### src/rtl/mem_access_ctrl.sv
// ---------------------------------------------------------------------------
// mem_access_ctrl
//
// MEM-stage controller for a pipelined core talking to a handshaked data
// memory. A load or store in EX/MEM with a word-aligned address launches one
// memory request and stalls the front of the pipeline until the memory acks
// or a wait counter expires. Misaligned accesses never reach the memory; they
// retire as a bubble with an alignment-error pulse. The block also produces
// the PC redirect for branches and jumps, suppressed while stalled.
//
// Ports
//   clock, reset              : clock; synchronous active-low reset
//   iMemRead .. iZero         : EX/MEM control bits and ALU zero flag
//   iResult                   : ALU result, used as the byte address
//   iB                        : store data
//   inextPCBranch             : branch / jump target
//   iwriteRegWire             : destination register
//   mem_req/we/addr/wdata     : request to the data memory
//   mem_ack, mem_rdata        : completion pulse and read data from memory
//   stall                     : hold PC, IF/ID, ID/EX, EX/MEM (combinational)
//   oPCSrc, oPCTarget         : PC redirect and target (combinational)
//   oRegWrite .. owriteRegWire: registered MEM/WB outputs
//   oAlignErr, oTimeout       : registered one-cycle error pulses
// ---------------------------------------------------------------------------
module mem_access_ctrl #(
    parameter int unsigned TIMEOUT = 15   // max ACCESS cycles, 1..255
) (
    input  logic        clock,
    input  logic        reset,
    input  logic        iMemRead,
    input  logic        iMemWrite,
    input  logic        iMemToReg,
    input  logic        iRegWrite,
    input  logic        iBranch,
    input  logic        iJump,
    input  logic        iZero,
    input  logic [31:0] iResult,
    input  logic [31:0] iB,
    input  logic [31:0] inextPCBranch,
    input  logic [4:0]  iwriteRegWire,
    output logic        mem_req,
    output logic        mem_we,
    output logic [31:0] mem_addr,
    output logic [31:0] mem_wdata,
    input  logic        mem_ack,
    input  logic [31:0] mem_rdata,
    output logic        stall,
    output logic        oPCSrc,
    output logic [31:0] oPCTarget,
    output logic        oRegWrite,
    output logic        oMemToReg,
    output logic [31:0] oReadData,
    output logic [31:0] oResult,
    output logic [4:0]  owriteRegWire,
    output logic        oAlignErr,
    output logic        oTimeout
);

    typedef enum logic [1:0] {
        S_IDLE   = 2'd0,
        S_ACCESS = 2'd1,
        S_DONE   = 2'd2
    } state_t;

    // Last counter value before the wait gives up.
    localparam logic [7:0] C_WAIT_LAST = 8'(TIMEOUT - 1);

    state_t      r_state;
    state_t      w_next_state;

    logic        w_mem_op;
    logic        w_aligned;
    logic        w_start;
    logic        w_misalign;
    logic        w_timeout_hit;
    logic        w_stall;
    logic        w_mem_req;

    logic [7:0]  r_wait_cnt;
    logic [31:0] r_rd_buf;
    logic        r_timed_out;
    logic        r_mem_we;
    logic [31:0] r_mem_addr;
    logic [31:0] r_mem_wdata;

    logic        r_reg_write;
    logic        r_mem_to_reg;
    logic [31:0] r_read_data;
    logic [31:0] r_result;
    logic [4:0]  r_write_reg;
    logic        r_align_err;
    logic        r_timeout;

    // ------------------------------------------------------------------
    // Request qualification
    // ------------------------------------------------------------------
    assign w_mem_op   = iMemRead | iMemWrite;
    assign w_aligned  = (iResult[1:0] == 2'b00);
    assign w_start    = (r_state == S_IDLE) & w_mem_op & w_aligned;
    assign w_misalign = (r_state == S_IDLE) & w_mem_op & ~w_aligned;

    // An ack in the last allowed cycle still counts as success.
    assign w_timeout_hit = (r_state == S_ACCESS) & ~mem_ack &
                           (r_wait_cnt == C_WAIT_LAST);

    // ------------------------------------------------------------------
    // FSM: state register
    // ------------------------------------------------------------------
    // NOTE: every clocked block uses non-blocking (<=) assignments so all
    // registers sample their inputs from the same pre-edge values.
    always_ff @(posedge clock) begin
        if (!reset) begin
            r_state <= S_IDLE;
        end else begin
            r_state <= w_next_state;
        end
    end

    // ------------------------------------------------------------------
    // FSM: next-state logic
    // ------------------------------------------------------------------
    // NOTE: assigning a default before the case guarantees every path
    // drives w_next_state, so no latch is inferred.
    always_comb begin
        w_next_state = r_state;
        case (r_state)
            S_IDLE: begin
                if (w_start) begin
                    w_next_state = S_ACCESS;
                end
            end
            S_ACCESS: begin
                if (mem_ack || w_timeout_hit) begin
                    w_next_state = S_DONE;
                end
            end
            S_DONE: begin
                w_next_state = S_IDLE;
            end
            default: begin
                w_next_state = S_IDLE;
            end
        endcase
    end

    // ------------------------------------------------------------------
    // FSM: outputs
    // ------------------------------------------------------------------
    // Stall is forced low while reset is held so the pipeline is never
    // frozen by a controller that is itself being cleared.
    always_comb begin
        w_stall   = 1'b0;
        w_mem_req = 1'b0;
        case (r_state)
            S_IDLE: begin
                w_stall = w_start & reset;
            end
            S_ACCESS: begin
                w_stall   = reset;
                w_mem_req = 1'b1;
            end
            default: begin
                w_stall   = 1'b0;
                w_mem_req = 1'b0;
            end
        endcase
    end

    assign stall     = w_stall;
    assign mem_req   = w_mem_req;
    assign oPCSrc    = ((iBranch & iZero) | iJump) & ~w_stall;
    assign oPCTarget = inextPCBranch;

    // ------------------------------------------------------------------
    // Access datapath: request capture, wait counter, read buffer
    // ------------------------------------------------------------------
    // The request fields are captured on entry to ACCESS so they stay
    // stable for the whole request regardless of upstream behaviour.
    // NOTE: the read buffer is a plain register, not a RAM array, so it is
    // cheap to reset and a stale value can never leak out after reset.
    always_ff @(posedge clock) begin
        if (!reset) begin
            r_wait_cnt  <= 8'd0;
            r_rd_buf    <= 32'd0;
            r_timed_out <= 1'b0;
            r_mem_we    <= 1'b0;
            r_mem_addr  <= 32'd0;
            r_mem_wdata <= 32'd0;
        end else if (w_start) begin
            r_wait_cnt  <= 8'd0;
            r_timed_out <= 1'b0;
            r_mem_we    <= iMemWrite;     // read+write collapses to a write
            r_mem_addr  <= {iResult[31:2], 2'b00};
            r_mem_wdata <= iB;
        end else if (r_state == S_ACCESS) begin
            if (mem_ack) begin
                r_rd_buf <= mem_rdata;
            end else begin
                r_wait_cnt <= r_wait_cnt + 8'd1;
                if (w_timeout_hit) begin
                    r_rd_buf    <= 32'd0;
                    r_timed_out <= 1'b1;
                end
            end
        end
    end

    assign mem_we    = r_mem_we;
    assign mem_addr  = r_mem_addr;
    assign mem_wdata = r_mem_wdata;

    // ------------------------------------------------------------------
    // MEM/WB register
    // ------------------------------------------------------------------
    // Stalled edges insert a bubble; the data fields keep their value.
    // A misaligned access or a timed-out access retires as a bubble too.
    always_ff @(posedge clock) begin
        if (!reset) begin
            r_reg_write  <= 1'b0;
            r_mem_to_reg <= 1'b0;
            r_read_data  <= 32'd0;
            r_result     <= 32'd0;
            r_write_reg  <= 5'd0;
            r_align_err  <= 1'b0;
            r_timeout    <= 1'b0;
        end else if (w_stall) begin
            r_reg_write  <= 1'b0;
            r_mem_to_reg <= 1'b0;
            r_align_err  <= 1'b0;
            r_timeout    <= 1'b0;
        end else begin
            r_reg_write  <= iRegWrite & ~w_misalign &
                            ~((r_state == S_DONE) & r_timed_out);
            r_mem_to_reg <= iMemToReg & ~(iMemRead & iMemWrite) & ~w_misalign;
            r_read_data  <= (r_state == S_DONE) ? r_rd_buf : 32'd0;
            r_result     <= iResult;
            r_write_reg  <= iwriteRegWire;
            r_align_err  <= w_misalign;
            r_timeout    <= (r_state == S_DONE) & r_timed_out;
        end
    end

    assign oRegWrite     = r_reg_write;
    assign oMemToReg     = r_mem_to_reg;
    assign oReadData     = r_read_data;
    assign oResult       = r_result;
    assign owriteRegWire = r_write_reg;
    assign oAlignErr     = r_align_err;
    assign oTimeout      = r_timeout;

endmodule

### config.mk
export PLATFORM = sky130hd
export DESIGN_NAME = mem_access_ctrl
export DESIGN_NICKNAME = d
export VERILOG_FILES = /design/src/rtl/mem_access_ctrl.sv
export SDC_FILE = /design/constraint.sdc
export NUM_CORES = 1
export LEC_CHECK = 0
export ABC_AREA = 1
export CORE_AREA = 2 2 142 144
export DETAILED_ROUTE_END_ITERATION = 7
export DIE_AREA = 0 0 144 146
export HOLD_SLACK_MARGIN = 0.12
export PLACE_DENSITY = 0.8
export RECOVER_POWER = 25
export SLEW_MARGIN = 15
export SYNTH_ARGS = -nofsm -noshare
export SYNTH_HDL_FRONTEND = slang
export SYNTH_SLANG_ARGS = --single-unit
export TNS_END_PERCENT = 10
### constraint.sdc
create_clock -name clock -period 1.23 [get_ports clock]
set_input_delay 0.123 -clock clock [delete_from_list [all_inputs] [get_ports clock]]
set_output_delay 0.123 -clock clock [all_outputs]
set_load 0.03 [all_outputs]
# Word level (Yosys, flattened, before mapping)

Cells that the tools add are included.

Output and inout port bits: 173
Word-level logic and storage cells: 62
Register bits: 179

Eq/ne operators: 5
Reductions and logical operators: 10
Multiplexer cells: 8
Bitwise operators: 24
Add/subtract/negate cells: 1

Operator list:

| kind                  | count |
|---|---|
| $mux W32              | 3 |
| $and A1 B1 Y1         | 14 |
| $add A8 B1 Y8 const B | 1 |
| $eq A8 B4 Y1 const B  | 1 |
| $not A1 Y1            | 8 |
| $reduce_and A3 Y1     | 2 |
| $logic_not A2 Y1      | 2 |
| $mux W2               | 2 |
| $ne A2 B2 Y1 const B  | 2 |
| $pmux W2 S2           | 1 |
| $reduce_and A2 Y1     | 2 |
| $reduce_or A2 Y1      | 2 |
| $eq A2 B1 Y1 const B  | 1 |
| $eq A2 B2 Y1 const B  | 1 |
| $or A1 B1 Y1          | 2 |
| $pmux W1 S2           | 1 |
| $reduce_bool A2 Y1    | 1 |
| $logic_or A1 B1 Y1    | 1 |
| $mux W1               | 1 |

# Logic depth before layout (Yosys ltp)

Word-level depth: 7
Mapped depth: 11
Mapped depth without buffers: 9

# Least setup slack after synthesis

Ideal clock, no wire load.

Path kind: reg2reg
From: reg r_state[0]
To: reg r_rd_buf[24]
Arrival time: 1.375 ns
Path buffers: 1
Path slack: -0.278 ns
Cell stages (with the launch flop): 9
Period minus slack after synthesis: 1.508 ns
Path through: dfxtp_1 -> inv_2 -> nor2_4 -> nand2_2 -> nor2_1 -> nand2_1 -> buf_2 -> nand3_1 -> a21oi_1

Longest elaborated chain between the ends: 5
Elaborated cells between the ends (all ways): 9
Those cells by class: eq/ne: 1; bitwise: 5; reduce/logical: 3

RTL lines:

| item                                                              | RTL line     | source |
|---|---|---|
| start, declared                                                   | 68           | `state_t r_state;` |
| start signal, assigned                                            | 115          | `r_state <= w_next_state;` |
| $eq A2 B1 Y1 / $logic_not A2 Y1 (equally long branches)           | 103, 195, 99 |  |
| $and A1 B1 Y1, on equally long branches (2 in series)             | 103, 99      |  |
| $reduce_bool A2 Y1 (no line) / $not A1 Y1 (equally long branches) | n/a          |  |
| $reduce_and A3 Y1 (no line) *                                     | n/a          |  |
| end signal, assigned                                              | 197          | `r_rd_buf <= mem_rdata;` |
| end, declared                                                     | 80           | `logic [31:0] r_rd_buf;` |

Every way passes the cells marked *; elsewhere a longest branch is shown, timed or not.
A chain may end at the register's enable or synchronous reset.

# Worst setup path after layout

From: reg r_state[1]
To: out stall

Longest elaborated chain between the ends: 5
Elaborated cells between the ends (all ways): 6
Those cells by class: eq/ne: 1; mux: 1; bitwise: 3; reduce/logical: 1

RTL lines:

| item                        | RTL line | source |
|---|---|---|
| $logic_not A2 Y1            | 99, 154  |  |
| $and A1 B1 Y1 (2 in series) | 99       | `assign w_start = (r_state == S_IDLE) & w_mem_op & w_aligned;` |
| $and A1 B1 Y1               | 156      | `w_stall = w_start & reset;` |
| $pmux W1 S2 *               | 154      | `case (r_state)` |
| end, declared               | 47       | `output logic stall,` |

Marks and branches as above.

==> metrics <==
outcome=complete, but fails checks; failing checks=negative setup slack; CTS sink cnt=179; Slew HR=59.76%; Worst Skew=0.01603 ns; vias in the first global route=6492; Mapped Area=0.006711 sq mm; placer congestion estimate=0.7608; Final min period=1.621 ns; Synth top area share=53.39%; Setup CP Type=flop to output pin; remaining antenna violation count=0; Num CTS Buffers=17; initial DRC count=301; via count=6634; Least-Margin Pin Slew=0.6035 ns; # hold bufs at CTS=0; final hold slack=0.2422 ns; Initial Util=34.71%; internal power=9.890 mW; period utilization=131.8%; average cell area after synthesis=7.768 sq um; WHS Path Cells=3; Worst Hold Class=input pin to flop; Critical Path AT=1.50 ns; commonest non-fill, non-tap cell in the layout=nand2_1; largest cells by area after synthesis=dfxtp_1 53%, nand2_1 17%, a21oi_1 10%; worst-path cell chain=buf_6, inv_4, nand2_4, a21oi_4, buf_12, buf_8; routed len/inst=15.61 um; Die W=144 um; Worst R2R Path Depth=9; worst skew pair latency=0.43 ns; IO buf count=249; max-slew violations=0; final hold vios=0; unique cell type count in the Yosys netlist=27; Clock transition at path regs=0.07 ns; CTS Buffer Depth=2; Ys Warns=0; FP Rows=51; I/O Pins=316; Synth area leader=dfxtp_1; crit path max-delay cell type=dfxtp_2; CORE AREA=0.01933 sq mm; achievable clock frequency=616.9 MHz; share of cells above drive strength 1=25.67%; CP top delay family=buffers and inverters; Max VDD drop=0.8652 mV; Net count, final=1254; number of max-cap violations=0; CTS tree=built; Layout Utilization=54.49%; kind of end point of the critical path=output pin; Residual DRC=0; CP max stage delay=0.34 ns; post-DP HPWL=14.28 mm; PnR worst setup slack=-0.3910 ns; Clock power frac=39.8%; # setup viols final=179; Mapped Cells=864; Die H=146 um; WP buf/inv=4; Reg power frac=44.9%; grt total ovfl=0; vias per inst=4.780; Filler cells=1799; most frequent cells in the layout=299 x nand2_1, 177 x dfxtp_1, 125 x a21oi_1; WL final=21.67 mm; H-Tree Depth=4; PD cells=1300 mW/mm^2; Switching Share=27.79%; WP depth=6; largest net degree at the start of global routing=130; sequential element share of the synthesized area=53.39%; drt pass-1 iters=4; antenna violations before repair=2; Switch Pwr=3.806 mW; Total GRT Usage=19.90%; Leak=4.175 nW; area grow syn2layout=56.97%; Setup crit start kind=flop; crit-path max FO=3; synthesized flop and latch total=179; RSZ-0062 raised after global routing=yes; WP data required=1.11 ns; CTS Root Cell=clkbuf_16; combinational fraction of design power=15.3%; global-route wire length before repair=33.31 mm; DIE AREA=0.02102 sq mm
[metal layers]
| layer | global-route usage [%] | wire (um) | vias up |
|---|---|---|---|
| met3 | 6.022 | 1677 | 54 |
| met2 | 33.64 | 10470 | 233 |
| met4 | 7.843 | 577 | 0 |
| met1 | 23.47 | 8940 | 3093 |
| li1 | - | - | 3254 |
| met5 | 0 | 0 | - |
[cells in the mapped netlist]
library cell	instances
ha_1	2
or2_1	1
nand4_1	1
or2_2	1
dfxtp_1	179
clkbuf_1	25
inv_1	19
a21oi_4	1
xor2_1	1
nor2_1	15
nand2_1	302
o21ai_0	2
buf_4	34
nor3_1	2
nand3_2	1
inv_2	2
buf_6	2
o211ai_1	1
nor2_4	2
a211oi_1	1
a21oi_1	137
buf_1	2
conb_1	1
buf_2	28
nand3_1	99
nand2_2	2
and2_1	1
[cells by family after synthesis]
| group | Yosys count | synth area share [%] |
|---|---|---|
| adder cells (fa/ha/maj) | 2 | 0.3728 |
| AO/OA/AOI/OAI | 142 | 10.83 |
| XOR/XNOR | 1 | 0.1305 |
| AND/OR/NAND/NOR | 427 | 26.31 |
| flip-flops | 179 | 53.39 |
| buffers and inverters | 112 | 8.911 |
| other | 1 | 0.05587 |
[cell type report]
cell class / instances / area (sq um) / share of cell area (%)
timing repair buffer: 316 / 3229 / 30.65
tap: 265 / 331.6 / 3.147
antenna: 1 / 2.502 / 0.02375
clock buffer: 18 / 429.2 / 4.074
clock inverter: 14 / 165.2 / 1.568
inverter: 21 / 83.83 / 0.7957
multi-input combinational: 574 / 2708 / 25.70
sequential: 179 / 3586 / 34.04
[state kept, by name, indices dropped and copies added, names as in the netlist, 2 cells and up]
| register | count |
|---|---|
| mem_wdata | 32 |
| r_rd_buf | 32 |
| oReadData | 32 |
| owriteRegWire | 5 |
| r_state | 2 |
| oResult | 32 |
| mem_addr | 30 |
| r_wait_cnt | 8 |
[path summary, 6_finish.rpt]
kind	from	end	slack (ns)
setup / recovery	r_state[1]$_SDFFE_PN0P_	stall	-0.39
hold / removal	iwriteRegWire[3]	owriteRegWire[3]$_SDFFE_PN0N_	0.24
setup reg to reg	r_state[1]$_SDFFE_PN0P_	oReadData[9]$_SDFFE_PN0N_	-0.35
hold reg to reg	oResult[24]$_SDFFE_PN0N_	oResult[24]$_SDFFE_PN0N_	0.45
[repair_timing]
action | 4_1_cts | 5_1_grt
endpoints found under the setup margin | 305 | 233
resized for setup | 416 | 123
pin swaps | 6 | 6
gates cloned | 2 | 3
setup buffers | 6 | 0
[worst min-delay path: stages]
cell,delay (ns)
clkdlybuf4s50_1,0.39
nand2_1,0.06
nand2_1,0.04
[power groups by stage]
stage          Clock (mW)  Sequential [mW]  Combinational, mW
2_1_floorplan           0             6.63              0.749
3_3_place_gp            0             6.27               2.04
3_5_place_dp            0             6.27               2.06
4_1_cts              5.60             6.14               2.09
5_1_grt              5.85             6.17               2.23
6_report             5.45             6.14               2.10
[stage by stage]
stage	std cells	cell area (sq um)	power, mW	setup slack [ns]	setup TNS (ns)
final	1388	10540	13.70	-0.3910	-30.09
after global routing	1387	10530	14.25	-0.4500	-43.50
after CTS	1384	10640	13.84	-0.4429	-33.18
after detailed placement	1345	9756	8.331	-0.6326	-77.42
after global placement	1345	9756	8.307	-0.5825	-70.22
after floorplan	865	6749	7.382	-0.1333	-6.094
Power figures use the tool's default switching activity.
==> patch 1, RTL diff (config.mk and constraints unchanged) <==
Make the reset (`reset`) asynchronous in 3 clocked blocks. Comments in the files are not updated.
--- a/src/rtl/mem_access_ctrl.sv
+++ b/src/rtl/mem_access_ctrl.sv
@@ -110,3 +110,3 @@
     // registers sample their inputs from the same pre-edge values.
-    always_ff @(posedge clock) begin
+    always_ff @(posedge clock or negedge reset) begin
         if (!reset) begin
@@ -180,3 +180,3 @@
     // cheap to reset and a stale value can never leak out after reset.
-    always_ff @(posedge clock) begin
+    always_ff @(posedge clock or negedge reset) begin
         if (!reset) begin
@@ -216,3 +216,3 @@
     // A misaligned access or a timed-out access retires as a bubble too.
-    always_ff @(posedge clock) begin
+    always_ff @(posedge clock or negedge reset) begin
         if (!reset) begin
Function: differs if reset is asserted again (counterexample within 4 cycles, from zero or initial values and one cycle with reset low); with reset held inactive, the same outputs for 4 cycles.
==> patch 1 against the unedited design <==
The flow still finishes with violations (setup timing); via count fell by 7.3%; die area did not move; cell area rose by 3.1%; sequential cell count did not move; global-route usage fell by 0.66 points; setup slack got worse by 0.035 ns; wire length fell by 8.2%; register-to-register slack got worse by 0.04 ns; area after synthesis rose by 8.3%; largest cell class unchanged.
Power is not compared: it rests on default switching activity, and its combinational part moved more than twofold at a synthesized area within 25%.
==> patch 1: results (changes against the unedited design) <==
** Detailed routing
- Routed wl met3 :: 1530 um (-8.5%)
- Met2 Routed Length :: 9800 um (-6.4%)
- Number of DRC markers in iteration 0 :: 354 (+18%)

** Placed design
- Routability Congestion :: 0.834 (+9.6%)
- Detailed-placement wirelength estimate :: 13,500 um (-5.4%)
- The placed standard-cell area is 10,100 um2 (+4.0%).

** Global routing
- The number of antenna violations at the first check in global routing came to 0 (-2).
- The met2 global-route usage was 33.0% (-0.69 points).
- The combined global-route utilization of all metal layers was 19.2% (-0.66 points).
- Pin count of the biggest net entering global routing :: 109 (-16%)
- The number of global-route vias before repair is 6,214 (-4.3%).
- GR met3 Demand/Resource :: 5.82% (-0.20 points)
- GR met1 Demand/Resource :: 23.0% (-0.52 points)

** Worst hold path
- Destination of the worst hold path :: r_rd_buf[27]
- In this run the most critical hold path is launched from mem_rdata[27].

** STA
- The worst slew margin relative to its limit was 56.6% (-3.2 points).
- Setup violation total in the final timing report :: 178 (-0.56%)
- The setup slack of the critical path after layout is -0.426 ns (-0.0347 ns).
- The sum of negative setup slack is -41.93 ns (-11.84 ns).

** Worst setup path
- Reg2Reg Setup Slack :: -0.39 ns (-0.04 ns)
- The worst-case reg-to-reg path depth is 10 (+1).
- Among all stages on the critical path, the largest delay is contributed by sky130_fd_sc_hd__dfrtp_1.
- The worst register-to-register path begins at r_state[1].
- The worst register-to-register path ends at oResult[16].
- The kind of cell with the highest combined delay along the critical path is simple AND/OR/NAND/NOR gates.
- The stage delay of the slowest cell on the critical path came to 0.39 ns (+0.05 ns).

** Clock tree
- Post-cts sizing count :: 457 (+9.9%)
- The total of hold buffers inserted after clock tree synthesis came to 1 (+1).

** Synth
- The async set or reset register ratio after synthesis came to 100% (+100 points).
- The register area share after synthesis came to 61.6% (+8.2 points).
- Top cells by area, synth :: sky130_fd_sc_hd__dfrtp_1 (62%), sky130_fd_sc_hd__nand2_1 (25%), sky130_fd_sc_hd__buf_4 (4.2%), sky130_fd_sc_hd__nand3_1 (2.9%), sky130_fd_sc_hd__buf_2 (1.6%)

** Final layout
- The proportion of layout cells with a drive suffix above 1 was 21.3% (-4.3 points).
- Number of filler instances in the final layout :: 1,670 (-7.2%)
- Antenna cell count :: 0 (-1)
- # nets final :: 1,224 (-2.4%)

** Outcome
- Status :: complete, but fails checks
- The final reports fail on setup timing.
## patch 1: stage by stage
step	std cells	hold slack [ns]	setup WS [ns]
2_1_floorplan	836	-0.173	-0.0288
3_3_place_gp	1320	0.246	-0.769
3_5_place_dp	1320	0.246	-0.748
4_1_cts	1356	0.211	-0.463
5_1_grt	1357	0.228	-0.498
6_report	1357	0.233	-0.426
## patch 1: worst max-delay path by stage
stage | startpoint | endpoint | slack [ns] | depth (start not counted)
2_1_floorplan | r_wait_cnt[0] | r_rd_buf[23] | -0.03 | 8
3_3_place_gp | iResult[1] | oPCSrc | -0.77 | 9
3_5_place_dp | iResult[1] | oPCSrc | -0.75 | 9
4_1_cts | r_state[0] | stall | -0.46 | 7
5_1_grt | r_state[1] | stall | -0.50 | 7
6_report | r_state[1] | stall | -0.43 | 7
## patch 1: kinds of logic (layout without fill, tap and decap cells)
family          Yosys count  count (layout)  share of synthesized area [%]
simple gates            554             554                           29.7
flops                   179             179                           61.6
buf+inv                  91             347                           7.66
compound gates            8               8                          0.585
fa+ha+maj                 2               2                          0.344
other cells               1               2                         0.0516
## patch 1: final cells by class
type | instances | area [um2] | area share (%)
Clock buffer | 20 | 447 | 4.11
Clock inverter | 12 | 140 | 1.29
Inverter | 20 | 90.1 | 0.829
Multi-Input combinational cell | 566 | 2280 | 21.0
Sequential cell | 179 | 4480 | 41.2
Tap cell | 265 | 332 | 3.05
Timing Repair Buffer | 295 | 3090 | 28.5
## patch 1: power by group through the flow
stage               Clock [mW]  Combinational [mW]  Sequential (mW)
floorplan                    0                1.54             9.17
global placement             0                5.44             7.71
detailed placement           0                5.55             7.76
CTS                       5.52                5.34             7.65
global route              5.76                5.76             7.79
finish                    5.41                5.32             7.66
==> patch 2, RTL diff (same flow settings) <==
Without the edit above. `TIMEOUT`: 15 -> 11.
--- a/src/rtl/mem_access_ctrl.sv
+++ b/src/rtl/mem_access_ctrl.sv
@@ -25,3 +25,3 @@
 module mem_access_ctrl #(
-    parameter int unsigned TIMEOUT = 15   // max ACCESS cycles, 1..255
+    parameter int unsigned TIMEOUT = 11   // max ACCESS cycles, 1..255
 ) (
Formal check against the unedited RTL: no difference found for any inputs over 4 cycles, from zero or initial values and one cycle with reset low; that may be too few to reach the edited logic, so the function may still have changed.
==> patch 2 against the unedited design <==
The run still ends with setup timing left; count of clock-buffer cells in the layout did not move; fmax grew 0.50%; power up 0.38%; critical path depth is 2 higher; cell count is 0.79% higher; area after synthesis is 1.6% higher; sequential cell count unchanged; wire length is 12% higher; setup slack improved by 0.0080 ns; via count rose by 6.7%; cell area up 4.8%; largest power group unchanged.
==> patch 2: results (changes against the unedited design) <==
** Detailed routing
- Via Count :: 7,080 (+6.7%)
- The detail-routed net length per standard cell came to 17.3 um (+11%).
- The number of routed nets with antenna violations is 0 (unchanged).
- The starting DRC count in detailed routing came to 409 (+36%).
- The overall routed net length is 24,200 um (+12%).
- TritonRoute pass-1 iters :: 5 (+1)

** Power
- The largest voltage drop on the vdd net was 0.889 mV (+2.7%).
- Static leakage power :: 4.33 nW (+3.7%)

** STA
- The total setup violations reported at the end of the flow is 179 (unchanged).
- Min setup slack post-route :: -0.383 ns (+0.00800 ns)
- Clock tree skew after final layout :: 0.00854 ns (-0.00749 ns)
- The sum of negative setup slack is -17.67 ns (+12.42 ns).

** Clock tree
- The later pin in the worst-skew pair is clocked with a latency of 0.42 ns.
- The number of H-tree levels was 4 (unchanged).
- CTS Root Buffer Type :: sky130_fd_sc_hd__clkbuf_16
- The total CTS buffers was 17 (unchanged).
- CTS clock-pin slew for the worst setup and hold paths :: 0.07 ns (about the same)
- Maximum number of buffers from clock root to sink :: 2 (unchanged)

** Global routing
- The first-pass GRT wire length came to 33,400 um (+0.37%).
- Total global routing track utilization :: 20.0% (+0.092 points)
- The number of antenna violations at the first check in global routing is 0 (-2).
- Number of global-route vias before repair :: 6,328 (-2.5%)
- The largest net degree at the start of global routing came to 56 (-57%).

** Final layout
- Share of layout cells above drive strength 1 :: 29.1% (+3.4 points)
- The layout filler cell count came to 1,686 (-6.3%).
- Antenna cell count :: 0 (-1)

** Synth
- The register area share after synthesis was 52.5% (-0.85 points).
- Leading cell type by number of instances after synthesis :: sky130_fd_sc_hd__nand2_1
- Top cells by area, synth :: sky130_fd_sc_hd__dfxtp_1 (53%), sky130_fd_sc_hd__nand2_1 (13%), sky130_fd_sc_hd__nand3_1 (12%), sky130_fd_sc_hd__a21oi_1 (10%), sky130_fd_sc_hd__buf_4 (3.7%)
- Distinct cells, synth :: 26 (-3.7%)
- YS warnings :: 0 (unchanged)
- Post-synthesis cell count :: 872 (+0.93%)
- Cell type contributing the most total cell area after synthesis :: sky130_fd_sc_hd__dfxtp_1
- Async set-reset flop share out of synthesis :: 0% (unchanged)
- Counting instances in the post-synthesis netlist gives the leading cell types as sky130_fd_sc_hd__nand2_1 (233), sky130_fd_sc_hd__dfxtp_1 (179), sky130_fd_sc_hd__nand3_1 (169).

** Placed design
- Cell count after placement :: 1,341 (-0.30%)
- Port Buffer Count :: 249 (unchanged)
- Routability Congestion :: 0.827 (+8.6%)
- The detailed placement HPWL was 14,700 um (+2.6%).

** Worst setup path
- The maximum net fanout on the critical path was 3 (unchanged).
- CP Data Arrival Time :: 1.49 ns

** Outcome
- The checks that failed: setup timing.
- The flow ran to the end, but the final reports show violations.

** Worst hold path
- Path class of the lowest-slack min-delay path :: input pin to flip-flop
==> patch 2: logic make-up after synthesis <==
| logic type | count (synthesis) | synth area share, % |
|---|---|---|
| AO/OA/AOI/OAI | 140 | 10.3 |
| XOR/XNOR | 1 | 0.128 |
| other | 1 | 0.0550 |
| buffers and inverters | 119 | 9.25 |
| flip-flops | 179 | 52.5 |
| AND/OR/NAND/NOR | 430 | 27.4 |
| adder cells (fa/ha/maj) | 2 | 0.367 |
==> patch 2: repair_timing <==
item	4_1_cts	5_1_grt
gates resized for setup	398	178
pin swaps	6	26
setup endpoints to repair	294	238
gates cloned	0	14
setup buffers	7	7
hold endpoints to repair	0	0
==> patch 2: worst paths after layout <==
check | slack, ns | end | depth (start not counted) | start
max reg2reg | -0.18 | oReadData[0] | 8 | r_state[1]
min reg2reg | 0.45 | oResult[30] | 2 | oResult[30]
min | 0.22 | mem_addr[18] | 4 | reset
max | -0.38 | oPCSrc | 8 | r_state[1]
==> patch 2: power by group <==
part	switching, mW	leakage, nW	internal (mW)	total, mW
Clock	2.56	0.278	2.75	5.30
Sequential	0.146	1.46	6.01	6.16
Combinational	1.23	2.59	1.06	2.29
==> patch 2: per-layer routing <==
layer  vias to the layer above  part of all wire (%)  track usage, %
li1                       3351                     -               -
met1                      3366                    38            23.8
met2                       307                    50            34.2
met3                        56                   8.3            5.50
met4                         0                   3.3            7.30
met5                         -                     0               0
==> patch 2: through the flow <==
step,cell area [um2],worst slack [ns]
2_1_floorplan,6840,-0.0448
3_3_place_gp,9870,-0.380
3_5_place_dp,9870,-0.439
4_1_cts,10700,-0.379
5_1_grt,11000,-0.462
6_report,11000,-0.383
==> patch 2: final cells by class <==
| cell class | count | share of cell area (%) |
|---|---|---|
| Timing Repair Buffer | 329 | 32.1 |
| Clock inverter | 14 | 1.25 |
| Tap cell | 265 | 3.00 |
| Inverter | 19 | 0.850 |
| Sequential cell | 179 | 32.5 |
| Clock buffer | 18 | 3.98 |
| Multi-Input combinational cell | 575 | 26.3 |
==> patch 2: worst max-delay path: stages, from the launching register on <==
cell                      delay, ns
sky130_fd_sc_hd__dfxtp_4       0.37
sky130_fd_sc_hd__nor2_4        0.11
sky130_fd_sc_hd__nand3_2       0.09
sky130_fd_sc_hd__nand2_2       0.08
sky130_fd_sc_hd__nand2_2       0.06
sky130_fd_sc_hd__inv_2         0.08
sky130_fd_sc_hd__buf_6         0.11
sky130_fd_sc_hd__nor2_4        0.03
sky130_fd_sc_hd__buf_6         0.14
